<file path="src/rtl/sfp_link_ctrl.sv">
// sfp_link_ctrl: SFP module link bring-up FSM with synchronised, debounced LOS/TX_FAULT inputs.
// Latency: input to filtered value is 2 + DEB_CYC cycles; the FSM reacts on the following edge.
// Backpressure: none; outputs are registered-state decodes and the enable request is level sensitive.
// Optional feature macro: SFP_AUTO_RETRY_EN (automatic TX re-init from FAULT, bounded by MAX_RETRY).

// Two-flop synchroniser followed by a consecutive-mismatch debouncer; resets pessimistic (1).
module sfp_link_deb #(
  parameter int DEB_CYC = 60
) (
  input  logic i_clk,
  input  logic i_res_n,
  input  logic i_async,
  output logic o_filt
);

  localparam int CW = $clog2(DEB_CYC + 1);
  localparam logic [CW-1:0] CNT_LAST = CW'(DEB_CYC - 1);

  logic          sync1;
  logic          sync2;
  logic          filt;
  logic [CW-1:0] cnt;

  // Bring the asynchronous pin into the clock domain.
  always_ff @(posedge i_clk or negedge i_res_n) begin
    if (!i_res_n) begin
      sync1 <= 1'b1;
      sync2 <= 1'b1;
    end else begin
      sync1 <= i_async;
      sync2 <= sync1;
    end
  end

  // Accept a new level only after DEB_CYC consecutive cycles of disagreement.
  always_ff @(posedge i_clk or negedge i_res_n) begin
    if (!i_res_n) begin
      filt <= 1'b1;
      cnt  <= '0;
    end else if (sync2 != filt) begin
      if (cnt == CNT_LAST) begin
        filt <= sync2;
        cnt  <= '0;
      end else begin
        cnt <= cnt + 1'b1;
      end
    end else begin
      cnt <= '0;
    end
  end

  assign o_filt = filt;

endmodule

module sfp_link_ctrl #(
  parameter int DEB_CYC    = 60,
  parameter int T_OFF_CYC  = 600,
  parameter int T_INIT_CYC = 60000,
  parameter int MAX_RETRY  = 7
) (
  input  logic       i_clk,
  input  logic       i_res_n,
  input  logic       i_enable,
  input  logic       i_sfp_los,
  input  logic       i_sfp_tx_flt,
  input  logic       i_fault_clr,
  output logic       o_sfp_tx_dis_n,
  output logic       o_tx_en,
  output logic       o_rx_valid,
  output logic       o_link_up,
  output logic       o_fault,
  output logic [2:0] o_state,
  output logic [3:0] o_retry_cnt
);

  localparam logic [2:0] ST_OFF   = 3'd0;
  localparam logic [2:0] ST_TXRST = 3'd1;
  localparam logic [2:0] ST_INIT  = 3'd2;
  localparam logic [2:0] ST_WAIT  = 3'd3;
  localparam logic [2:0] ST_UP    = 3'd4;
  localparam logic [2:0] ST_FAULT = 3'd5;

  localparam int T_MAX = (T_INIT_CYC > T_OFF_CYC) ? T_INIT_CYC : T_OFF_CYC;
  localparam int TW    = $clog2(T_MAX + 1);
  localparam logic [TW-1:0] T_OFF_LAST  = TW'(T_OFF_CYC - 1);
  localparam logic [TW-1:0] T_INIT_LAST = TW'(T_INIT_CYC - 1);
  localparam logic [3:0]    RETRY_MAX   = 4'(MAX_RETRY);

  logic          los_f;
  logic          flt_f;
  logic [2:0]    state;
  logic [2:0]    state_nxt;
  logic [TW-1:0] timer;
  logic [3:0]    retry_cnt;
  logic          tmr_off_done;
  logic          tmr_init_done;
  logic          auto_retry;
  logic          retry_inc;
  logic          retry_clr;

  sfp_link_deb #(.DEB_CYC(DEB_CYC)) u_deb_los (
    .i_clk   (i_clk),
    .i_res_n (i_res_n),
    .i_async (i_sfp_los),
    .o_filt  (los_f)
  );

  sfp_link_deb #(.DEB_CYC(DEB_CYC)) u_deb_flt (
    .i_clk   (i_clk),
    .i_res_n (i_res_n),
    .i_async (i_sfp_tx_flt),
    .o_filt  (flt_f)
  );

  // Timer value N-1 marks the N-th cycle spent in the current state.
  assign tmr_off_done  = (timer == T_OFF_LAST);
  assign tmr_init_done = (timer == T_INIT_LAST);

`ifdef SFP_AUTO_RETRY_EN
  assign auto_retry = (state == ST_FAULT) && tmr_off_done && (retry_cnt < RETRY_MAX);
`else
  assign auto_retry = 1'b0;
`endif

  // Next-state selection; dropping the enable overrides every other condition.
  always_comb begin
    state_nxt = state;
    if (!i_enable) begin
      state_nxt = ST_OFF;
    end else begin
      case (state)
        ST_OFF:   state_nxt = ST_TXRST;
        ST_TXRST: if (tmr_off_done) state_nxt = ST_INIT;
        ST_INIT:  if (tmr_init_done) state_nxt = flt_f ? ST_FAULT : ST_WAIT;
        ST_WAIT: begin
          if (flt_f)       state_nxt = ST_FAULT;
          else if (!los_f) state_nxt = ST_UP;
        end
        ST_UP: begin
          if (flt_f)      state_nxt = ST_FAULT;
          else if (los_f) state_nxt = ST_WAIT;
        end
        ST_FAULT: begin
          if (i_fault_clr)     state_nxt = ST_TXRST;
          else if (auto_retry) state_nxt = ST_TXRST;
        end
        default:  state_nxt = ST_OFF;
      endcase
    end
  end

  // State register.
  always_ff @(posedge i_clk or negedge i_res_n) begin
    if (!i_res_n) state <= ST_OFF;
    else          state <= state_nxt;
  end

  // Shared dwell timer: zero on every state entry, then counts up and saturates.
  always_ff @(posedge i_clk or negedge i_res_n) begin
    if (!i_res_n) begin
      timer <= '0;
    end else if (state_nxt != state) begin
      timer <= '0;
    end else if (timer != {TW{1'b1}}) begin
      timer <= timer + 1'b1;
    end
  end

  // A retry is only counted when the FSM actually leaves FAULT on its own.
  assign retry_inc = auto_retry && i_enable && !i_fault_clr;
  assign retry_clr = i_fault_clr || (state == ST_OFF) ||
                     ((state_nxt == ST_UP) && (state != ST_UP));

  // Retry counter; increments are already gated below RETRY_MAX so it cannot wrap.
  always_ff @(posedge i_clk or negedge i_res_n) begin
    if (!i_res_n) begin
      retry_cnt <= 4'd0;
    end else if (retry_clr) begin
      retry_cnt <= 4'd0;
    end else if (retry_inc && (retry_cnt < RETRY_MAX)) begin
      retry_cnt <= retry_cnt + 4'd1;
    end
  end

  assign o_sfp_tx_dis_n = (state == ST_INIT) || (state == ST_WAIT) || (state == ST_UP);
  assign o_tx_en        = (state == ST_WAIT) || (state == ST_UP);
  assign o_rx_valid     = (state == ST_UP);
  assign o_link_up      = (state == ST_UP);
  assign o_fault        = (state == ST_FAULT);
  assign o_state        = state;
  assign o_retry_cnt    = retry_cnt;

endmodule

</file>
<file path="config.mk">
export PLATFORM = sky130hd
export DESIGN_NAME = sfp_link_ctrl
export DESIGN_NICKNAME = d
export VERILOG_FILES = /design/src/rtl/sfp_link_ctrl.sv
export SDC_FILE = /design/constraint.sdc
export NUM_CORES = 1
export LEC_CHECK = 0
export CAP_MARGIN = 5
export CORE_ASPECT_RATIO = 0.75
export CORE_MARGIN = 1.5
export CORE_UTILIZATION = 56
export DETAILED_ROUTE_END_ITERATION = 8
export GPL_TIMING_DRIVEN = 0
export HOLD_SLACK_MARGIN = 0.05
export MAX_ROUTING_LAYER = met4
export PLACE_DENSITY = 0.8
export SLEW_MARGIN = 30
export SYNTH_ARGS = -nofsm -noshare
export SYNTH_HDL_FRONTEND = slang
export SYNTH_SLANG_ARGS = --single-unit
</file>
<file path="constraint.sdc">
create_clock -name i_clk -period 4 [get_ports i_clk]
set_input_delay 0.8 -clock i_clk [delete_from_list [all_inputs] [get_ports i_clk]]
set_output_delay 0.8 -clock i_clk [all_outputs]
set_load 0.1 [all_outputs]
</file>
==> Word-level counts from Yosys, hierarchy flattened <==
Index checks and enable logic that the tools add are counted.
{ "op_classes": {"n_addsub": 3, "n_eq_ne": 13, "muxes": 16, "reduce_logical": 7} }
{ "op_table": {"columns": ["cell", "n"], "rows": [
  ["$mux 16", 2],
  ["$mux 3", 9],
  ["$mux 6", 4],
  ["$pmux 3 s6", 1],
  ["$add 16x1->16 const B", 1],
  ["$eq 16x10->1 const B", 1],
  ["$eq 16x16->1 const B", 1],
  ["$ne 16x16->1 const B", 1],
  ["$add 6x1->6 const B", 2],
  ["$eq 6x6->1 const B", 2],
  ["$eq 3x2->1 const B", 2],
  ["$eq 3x3->1 const B", 2],
  ["$reduce_and 2->1", 2],
  ["$eq 3x1->1 const B", 1],
  ["$logic_not 3->1", 1],
  ["$logic_or 1x1->1", 3],
  ["$ne 3x3->1", 1],
  ["$ne 1x1->1", 2],
  ["$reduce_bool 2->1", 1]
]} }
{ "word_totals": {"regBits": 37, "in_bits": 6, "output_inout_bits": 12, "elab_cells": 49} }

==> Logic depth before layout (Yosys ltp) <==
Gate-level depths: netlist of run 1.
{ "depth": {"ltp_word": 6, "mapped_depth": 7, "depth_no_buf": 6} }

==> Hierarchy <==
A second synthesis of run 1 with hierarchy kept.
{ "unflattened": {"cells_unflattened": 214, "area_unflattened_um2": 2040.7} }
{ "modules_own_cells": {"columns": ["module", "instances", "cells_each", "area_each_um2", "seq_area_each_um2"], "rows": [
  ["sfp_link_ctrl", 1, 156, 1322.5, 475.5],
  ["sfp_link_deb", 2, 29, 359.1, 229.0]
]} }

==> Worst setup path after synthesis of run 1 <==
Ideal clock, no wire load.
{ "synth_path": {"path_type": "reg-to-output", "from": "register state[2] (netlist: o_state[2])", "to": "output port o_tx_en", "arrival_time_ns": 3.437, "required_time_ns": 3.200, "path_slack_ns": -0.237, "stages_incl_launch_ff": 5, "path_buffers": 1, "path_cell_list": "dfrtp_1 > clkbuf_1 > nand2b_1 > nor2_1 > a21o_1"} }
{ "synth_via": {"elab_chain_cells": 2, "word_cells_on_any_way": 3, "classes_between": "eq/ne (2); reduce/logical (1)"} }
{ "synth_rtl": {"columns": ["item", "line", "source"], "rows": [
  ["from (decl)", "92", "logic [2:0] state;"],
  ["from (signal assigned)", "156", "else state <= state_nxt;"],
  ["$eq 3x3->1", null, null],
  ["net o_link_up", "71", "output logic o_link_up,"],
  ["$logic_or 1x1->1", "187", "assign o_tx_en = (state == ST_WAIT) || (state == ST_UP);"],
  ["to (decl)", "69", "output logic o_tx_en,"]
]} }
The timed path passes the listed nets, and every way through them passes these cells.

==> Final worst setup path of run 1 <==
{ "layout_path": {"from": "register state[2] (netlist: o_state[2])", "to": "output port o_sfp_tx_dis_n"} }
{ "layout_via": {"elab_chain_cells": 3, "word_cells_on_any_way": 5, "classes_between": "eq/ne (3); reduce/logical (2)"} }
{ "layout_rtl": {"columns": ["item", "line", "source"], "rows": [
  ["$eq 3x2->1", "186", "assign o_sfp_tx_dis_n = (state == ST_INIT) || (state == ST_WAIT) || (state == ST_UP);"],
  ["$logic_or 1x1->1", "186", null],
  ["$logic_or 1x1->1 *", "186", null],
  ["to (decl)", "68", "output logic o_sfp_tx_dis_n,"]
]} }
Mark *: on every way between the ends. The rest lies on a longest branch, timed or not.

==> results of run 1 <==
## flip-flops by register name, summed over array words and instances, names as in the netlist, 3 cells and up
register,flops
u_deb_los.cnt,6
o_state,3
u_deb_flt.cnt,6
timer,16
## cells in the final DEF, fill, tap and decap left out, drive strengths merged, types with 2 or more instances in the layout
cell type / n
nor4: 2
or4b: 2
nor2: 34
mux2i: 2
dfrtp: 31
or3b: 2
or2: 2
mux2: 2
clkdlybuf4s50: 12
xnor2: 8
o211ai: 3
nand3: 10
nand4: 10
and2: 2
ha: 3
buf: 11
a21oi: 4
xor2: 12
o21ai: 7
dfstp: 6
a31oi: 3
nand2: 10
nor3b: 2
nor3: 9
and3: 4
nor2b: 2
nand2b: 4
a21o: 2
clkbuf: 10
conb: 4
or3: 2
## layer usage
metal | global-route usage, % | wire length, microns | vias to the layer above | part of all wire [%]
met5 | - | 0 | - | 0
met4 | 5.82 | 48 | 0 | 1.2
li1 | - | - | 782 | -
met3 | 4.35 | 235 | 6 | 6.0
met2 | 29.9 | 1670 | 56 | 43
met1 | 32.6 | 1970 | 765 | 50
## final timing paths
check / start / to / slack, ns
setup / recovery: o_state[2] / o_sfp_tx_dis_n / 0.58
hold / removal: u_deb_flt.sync1 / u_deb_flt.sync2 / 0.36
setup reg to reg: timer[10] / timer[14] / 1.93
hold reg to reg: u_deb_flt.sync1 / u_deb_flt.sync2 / 0.36
max in group asynchronous: i_res_n / u_deb_flt.sync2 / 3.05
min in group asynchronous: i_res_n / u_deb_los.cnt[1] / 0.43
## synth_stat cells, types with 3 or more instances
| master | count | area [sq um] |
|---|---|---|
| a21oi_1 | 4 | 20.0 |
| a31oi_1 | 3 | 18.8 |
| buf_4 | 5 | 37.5 |
| buf_6 | 3 | 33.8 |
| clkbuf_1 | 3 | 11.3 |
| dfrtp_1 | 31 | 776 |
| dfstp_2 | 6 | 158 |
| ha_1 | 3 | 37.5 |
| nand2_1 | 10 | 37.5 |
| nand2b_1 | 4 | 25.0 |
| nand3_1 | 9 | 45.0 |
| nand4_1 | 9 | 56.3 |
| nor2_1 | 24 | 90.1 |
| nor2_2 | 10 | 62.6 |
| nor3_1 | 8 | 40.0 |
| o21ai_0 | 7 | 35.0 |
| xnor2_1 | 8 | 70.1 |
| xor2_1 | 12 | 105 |
## kinds of logic after synthesis
| logic type | after synthesis | share of synthesized area, % |
|---|---|---|
| AO/OA/AOI/OAI | 26 | 10.0 |
| adder cells (fa/ha/maj) | 3 | 1.79 |
| other | 1 | 0.179 |
| XOR/XNOR | 20 | 8.36 |
| multiplexers | 4 | 2.03 |
| AND/OR/NAND/NOR | 103 | 28.7 |
| buffers and inverters | 13 | 4.30 |
| flip-flops | 37 | 44.6 |
## final cells by class
cell class                      instances  area (sq um)  share of cell area (%)
Multi-Input combinational cell        160          1080                    44.7
Timing Repair Buffer                   14           153                    6.29
Clock buffer                            7          96.3                    3.97
Tap cell                               52          65.1                    2.68
Inverter                                1          3.75                   0.155
Sequential cell                        37           933                    38.5
Clock inverter                          1          5.00                   0.206
Buffer                                 12          86.3                    3.56
## power by group
group          switching (uW)  total, uW  internal [uW]
combinational            52.0       78.3           26.3
clock                     131        287            156
sequential               9.52        396            387
## stage by stage
| step | power, uW | cell area (sq um) | setup slack, ns | hold slack (ns) | util [%] |
|---|---|---|---|---|---|
| after floorplan | 455 | 2110 | 0.264 | 0.345 | - |
| after global placement | 476 | 2300 | 0.912 | 0.346 | 63.7 |
| after detailed placement | 481 | 2330 | 0.903 | 0.349 | 64.4 |
| after CTS | 769 | 2430 | 0.586 | 0.360 | 67.2 |
| after global routing | 795 | 2430 | 0.426 | 0.361 | 67.2 |
| final | 761 | 2430 | 0.577 | 0.359 | 67.2 |
## critical path, delay by kind of cell, from the launching register on
kind | cells | cell delay (ns)
buffers and inverters | 2 | 1.46
and+or+nand+nor | 3 | 0.46
DFF | 1 | 0.42
==> impl_metrics.json, run 1 <==
{
  "synth_area_sq_mm": 0.00209,
  "grt_pass1_wl_microns": 6800,
  "start_util_pct": 58.0,
  "track_usage_pct": 21.7,
  "grt_start_max_net_pins": 24,
  "cts_tree": "built",
  "status": "completed",
  "min_path_type": "register to register",
  "core_sq_mm": 0.00361,
  "first_global_vias": 1494,
  "crit_path_top_delay_cell": "clkdlybuf4s50_1",
  "worstPathMaxFanout": 10,
  "crit_arrival_ns": 2.62,
  "finClkSkew_ns": 0.00879,
  "vias": 1609,
  "drt_iter0_drc": 102,
  "post_cts_buffers": 0,
  "drv_cap": 0,
  "die_height_microns": 56.0,
  "place_hpwl_microns": 2870,
  "finalHoldViolCount": 0,
  "ys_types": 53,
  "ctsResizeCount": 0,
  "clock_path_buffers": 2,
  "worstSetupPathType": "register to output port",
  "wl_per_cell_microns": 13.8,
  "h-tree-depth": 2,
  "cts_sinks": 37,
  "relSlewSlack_pct": 35.3,
  "synth_ff_type": "dfrtp_1",
  "max_freq_mhz": 292,
  "synthCells": 207,
  "cp.required_ns": 3.20,
  "io_pins": 18,
  "cp-start-kind": "register",
  "first_pass_iters": 5,
  "rsz0062_at_grt": "no",
  "path_cells": "clkbuf_1 -> nand2b_1 -> nor2_2 -> or2_2 -> clkdlybuf4s50_1",
  "max-vdd-ir-drop_mv": 0.221,
  "yosysWarningCount": 0,
  "cts_root_buffer": "clkbuf_8",
  "stdcell_count": 284,
  "dp_cells": 276,
  "yosysSeqAreaShare_pct": 44.6,
  "dieArea_sq_mm": 0.00412,
  "gp_congestion": 0.832,
  "postCtsHoldBufs": 0,
  "p_leak_uw": 0.000989,
  "p_per_area_mw_per_mm2": 314,
  "final_nets": 240,
  "drc": 0,
  "fp.dieW_microns": 73.6,
  "antenna_cells": 0,
  "grt_overflow_total": 0,
  "wl_microns": 3930,
  "path_clk_slew_ns": 0.07,
  "fillers": 270,
  "row_count": 19,
  "fin_crit_sh_pct": 85.6,
  "clock_latency_ns": 0.29,
  "setup_viol": 0,
  "drive_above_1_share_pct": 22.4,
  "setup_tns_ns": 0,
  "tightest_slew_ns": 0.967,
  "async_flop_share_pct": 100,
  "via_per_inst": 5.67,
  "endpoint_kind": "output port",
  "ant_nets": 0,
  "portBuffers": 13,
  "rr_worst_depth": 6,
  "final_max_slew_viol_count": 0,
  "cts_buffers": 5,
  "ys_ff_latch": 37,
  "synth_edf_count": 0,
  "worst_path_largest_cell_delay_ns": 1.12,
  "area_growth_pct": 15.9,
  "syn_avg_cell_area_sq_um": 10.1,
  "hold_depth": 0,
  "post-route-min-period_ns": 3.42,
  "antenna_found_initial": 0
}
Power figures use the tool's default switching activity.
==> run 2: changes to the inputs <==
Settings changed: CAP_MARGIN 5 to 30, CORE_UTILIZATION 56 to 60, PLACE_DENSITY 0.8 to 0.84.
Clock period 4 ns to 4.2 ns, I/O delays scaled along.
==> run 2 against run 1 <==
Sequential power down 5%. Combinational power down 4.6%. Largest power group unchanged. Worst hold slack better by 0.00083 ns. Highest routed layer unchanged. Clock skew down 0.0070 ns.
==> impl_metrics.json, run 2 (synthesis gave the netlist of run 1 again) <==
{
  "drt_iter0_drc": 268,
  "first_pass_iters": 5,
  "rr_worst_depth": 6,
  "portBuffers": 13,
  "drv_cap": 0,
  "io_pins": 18,
  "max_freq_mhz": 284,
  "wl_met3_microns": 436,
  "first_global_vias": 1557,
  "die_height_microns": 54.2,
  "post_cts_buffers": 0,
  "row_count": 18,
  "top_register": "timer",
  "seqPwrFrac_pct": 49.1,
  "p_int_uw": 587,
  "p_leak_uw": 0.000994,
  "setup_viol": 0,
  "hold_depth": 0,
  "postCtsHoldBufs": 0,
  "drc": 0,
  "h-tree-depth": 2,
  "finalHoldViolCount": 0,
  "core_sq_mm": 0.00331,
  "cp.required_ns": 3.36,
  "clock_path_buffers": 2,
  "p_per_area_mw_per_mm2": 317,
  "top_layer": "met4",
  "area_growth_pct": 15.9,
  "tightest_slew_ns": 0.966,
  "clkPwrFrac_pct": 41.2,
  "setup_tns_ns": 0,
  "switchingPower_uw": 182,
  "final_nets": 240,
  "gp_congestion": 0.851,
  "crit_arrival_ns": 2.68,
  "cp-start-kind": "register",
  "cts_tree": "built",
  "path_clk_slew_ns": 0.07,
  "cts_root_buffer": "clkbuf_8",
  "place_hpwl_microns": 3200,
  "ctsResizeCount": 0,
  "wl_met2_microns": 2040,
  "grt_start_max_net_pins": 25,
  "worst_path_largest_cell_delay_ns": 1.12,
  "final_max_slew_viol_count": 0,
  "cts_sinks": 37,
  "mostFrequentLayoutCell": "dfrtp_1",
  "dieArea_sq_mm": 0.00386,
  "cts_buffers": 5,
  "final_cell_mix": "dfrtp_1, nor2_1, xor2_1, clkdlybuf4s50_1, nor2_2",
  "top_regs": "timer (16), u_deb_flt.cnt (6), u_deb_los.cnt (6)",
  "crit_path_top_delay_cell": "clkdlybuf4s50_1",
  "fin_crit_sh_pct": 83.9,
  "power_uw": 769,
  "post-route-min-period_ns": 3.52,
  "grt_overflow_total": 0,
  "clock_latency_ns": 0.29,
  "m1WireLength_microns": 1920,
  "path_cells": "clkbuf_1 -> nand2b_1 -> nor2_2 -> or2_2 -> clkdlybuf4s50_1",
  "start_util_pct": 63.3,
  "drive_above_1_share_pct": 22.0,
  "antenna_cells": 0,
  "track_usage_pct": 26.8,
  "wl_microns": 4460,
  "r2r-start": "o_state[1]",
  "finClkSkew_ns": 0.00178,
  "rr_endpoint": "timer[3]",
  "netSwitchingFraction_pct": 23.7,
  "fp.dieW_microns": 71.2,
  "setup_ws_ns": 0.678,
  "via_per_inst": 6.23,
  "antenna_found_initial": 0,
  "ant_nets": 0,
  "largest_reg_flops": 16,
  "grt_pass1_wl_microns": 7390,
  "relSlewSlack_pct": 35.4,
  "rsz0062_at_grt": "no",
  "max-vdd-ir-drop_mv": 0.251,
  "vias": 1694,
  "status": "completed",
  "dp_slack_ns": 1.02,
  "min_from": "u_deb_flt.sync1",
  "wl_per_cell_microns": 16.4,
  "worstPathMaxFanout": 10,
  "combPwrFrac_pct": 9.7,
  "worstSetupPathType": "register to output port",
  "r2r_slack_ns": 1.89,
  "worstHoldEndpoint": "u_deb_flt.sync2",
  "endpoint_kind": "output port",
  "min_path_type": "register to register"
}
run 2: changes by cell type in the layout (fill, tap and decap cells not counted), sizes merged:
cell    delta
bufinv     +1
clkinv     -1
run 2: worst max path at each step:
stage | start | endpoint | slack [ns] | cells after the start
3_5_place_dp | o_state[1] | o_sfp_tx_dis_n | 1.02 | 5
4_1_cts | o_state[1] | o_sfp_tx_dis_n | 0.71 | 5
5_1_grt | o_state[2] | o_sfp_tx_dis_n | 0.54 | 5
6_report | o_state[2] | o_sfp_tx_dis_n | 0.68 | 5
2_1_floorplan | o_state[2] | o_tx_en | 0.42 | 4
3_3_place_gp | o_state[1] | o_sfp_tx_dis_n | 1.12 | 5
run 2: per-stage QoR:
stage               hold WS [ns]  cells  cell area, sq um  utilization (%)
floorplan                  0.345    210              2110                -
global placement           0.346    263              2290             69.1
detailed placement         0.352    264              2310             69.8
CTS                        0.363    272              2430             73.3
global route               0.370    272              2430             73.3
finish                     0.360    272              2430             73.3
run 2: metal layers:
layer	global-route usage (%)	vias up
met2	42.3	94
li1	-	774
met1	34.0	810
met3	8.43	16
met4	6.60	0
met5	-	-
run 2: final cells by class:
type | count | area [sq um]
tap | 40 | 50.0
fill | 234 | 883
inverter | 1 | 3.75
clock buffer | 7 | 86.3
buffer | 12 | 86.3
timing repair buffer | 14 | 153
clock inverter | 1 | 30.0
sequential | 37 | 933
multi-input combinational | 160 | 1080
run 2: critical path, delay by kind of cell, from the launching register on:
kind / cells / cell delay (ns)
and+or+nand+nor: 3 / 0.49
DFF: 1 / 0.42
buffers and inverters: 2 / 1.47
run 2: power groups by stage:
stage	registers [uW]	clock network (uW)	logic (uW)
floorplan	385	0	48.1
global placement	383	0	68.7
detailed placement	383	0	74.5
CTS	377	319	75.0
global route	378	342	80.5
finish	377	317	74.7
==> run 3: changes to the inputs <==
Settings changed: CORE_UTILIZATION 60 to 57, PLACE_DENSITY 0.84 to 0.81.
Clock period 4.2 ns to 3.3 ns, I/O delays scaled along.
==> run 3 against run 2 <==
Routed wire length is 5.2% lower. Flip-flop and latch count stayed put. Clock power is 25% higher. Count of clock-buffer cells in the layout is 1 lower. Cell count is 3.7% higher. Register-to-register slack worse by 0.71 ns. First-iteration DRC count is 30% lower. Worst hold slack worse by 0.091 ns. Design area is 0.77% higher. Power is 26% higher. Setup slack worse by 0.55 ns. Sequential share of layout area is 0.30 points lower. Critical path type unchanged. Largest cell class unchanged.
==> impl_metrics.json, run 3 (synthesis gave the netlist of run 1 again) <==
{
  "status": "completed",
  "setup_tns_ns": 0,
  "worstPathMaxFanout": 10,
  "cts_root_buffer": "clkbuf_8",
  "largest_reg_flops": 16,
  "crit_arrival_ns": 2.51,
  "start_util_pct": 61.6,
  "grt_pass1_wl_microns": 7600,
  "drc": 0,
  "antenna_cells": 0,
  "dp_cells": 274,
  "final_nets": 240,
  "top_regs": "timer (16), u_deb_flt.cnt (6), u_deb_los.cnt (6)",
  "r2r_slack_ns": 1.18,
  "vias": 1618,
  "cts_tree": "built",
  "final_util_pct": 71.9,
  "min_path_type": "input pin to asynchronous set/reset pin",
  "p_per_area_mw_per_mm2": 397,
  "cts_sinks": 37,
  "core_sq_mm": 0.00340,
  "tightest_slew_ns": 0.975,
  "wl_microns": 4230,
  "mostFrequentLayoutCell": "dfrtp_1",
  "max_freq_mhz": 315,
  "power_uw": 970,
  "relSlewSlack_pct": 34.9,
  "track_usage_pct": 25.4,
  "fin_crit_sh_pct": 96.1,
  "final_cell_mix": "dfrtp_1, nor2_1, xor2_1, nand2_1, nor2_2",
  "post-route-min-period_ns": 3.17,
  "cp.required_ns": 2.64,
  "grt_overflow_total": 0,
  "h-tree-depth": 2,
  "worstSetupPathType": "register to output port",
  "path_clk_slew_ns": 0.08,
  "portBuffers": 13,
  "setup_ws_ns": 0.130,
  "p_leak_uw": 0.00105,
  "postCtsHoldBufs": 0,
  "clock_path_buffers": 2,
  "die_height_microns": 55.5,
  "area_growth_pct": 16.8,
  "grt_start_max_net_pins": 24,
  "gp_congestion": 0.906,
  "dp_slack_ns": 0.334,
  "final_max_slew_viol_count": 0,
  "wl_per_cell_microns": 15.0,
  "dieArea_sq_mm": 0.00405,
  "first_pass_iters": 4,
  "fp.dieW_microns": 73.0,
  "stdcell_count": 282,
  "clock_latency_ns": 0.30,
  "finClkSkew_ns": 0.0106,
  "drv_cap": 0,
  "rsz0062_at_grt": "no",
  "endpoint_kind": "output port",
  "row_count": 18,
  "top_register": "timer",
  "antenna_found_initial": 0,
  "io_pins": 18,
  "first_global_vias": 1613,
  "via_per_inst": 5.74,
  "drt_iter0_drc": 187,
  "cts_buffers": 5,
  "max-vdd-ir-drop_mv": 0.326,
  "setup_viol": 0,
  "place_hpwl_microns": 3040,
  "finalHoldViolCount": 0,
  "cp-start-kind": "register",
  "ant_nets": 0,
  "drive_above_1_share_pct": 22.0
}
run 3: worst max-delay path: stages, from the launching register on:
cell             delay (ns)
dfrtp_1                0.42
clkbuf_1               0.34
nand2b_1               0.17
nor2_4                 0.15
clkdlybuf4s50_1        1.15
run 3: path summary, 6_finish.rpt:
| kind | startpoint | to | cells past startpoint |
|---|---|---|---|
| setup reg to reg | o_state[0] | timer[8] | 6 |
| hold / removal | i_res_n | u_deb_flt.cnt[2] | 1 |
| setup / recovery | o_state[2] | o_link_up | 4 |
| max in group asynchronous | i_res_n | timer[11] | 2 |
| min in group i_clk | u_deb_los.sync1 | u_deb_los.sync2 | 0 |
| hold reg to reg | u_deb_los.sync1 | u_deb_los.sync2 | 0 |
run 3: stage by stage:
stage / area [sq um] / hold slack (ns)
after floorplan: 2110 / 0.345
after global placement: 2310 / 0.346
after detailed placement: 2330 / 0.349
after CTS: 2440 / 0.272
after global routing: 2450 / 0.280
final: 2450 / 0.269
run 3: repair_timing:
item	in CTS	in global routing
setup buffers	0	0
endpoints found under the hold margin	0	0
resized for setup	1	3
setup endpoints to repair	1	3
run 3: final cells by class:
cell class	instances	area, sq um
Multi-Input combinational cell	160	1090
Fill cell	247	955
Sequential cell	37	933
Timing Repair Buffer	14	159
Buffer	12	86.3
Clock buffer	6	72.6
Tap cell	50	62.6
Clock inverter	2	38.8
Inverter	1	3.75
run 3: per-layer routing:
metal  vias up  GRT usage [%]  part of all wire, %  routed length (microns)
met4         0           7.82                 0.95                       40
met3         4           8.03                  6.4                      271
li1        774              -                    -                        -
met5         -              -                    0                        0
met2        63           35.8                   47                     1990
met1       777           35.0                   45                     1920
run 3: power by group:
group	internal (uW)	total [uW]	switching, uW
Clock	227	395	169
Sequential	469	481	12.3
Combinational	31.6	94.2	62.6
Total	727	970	244
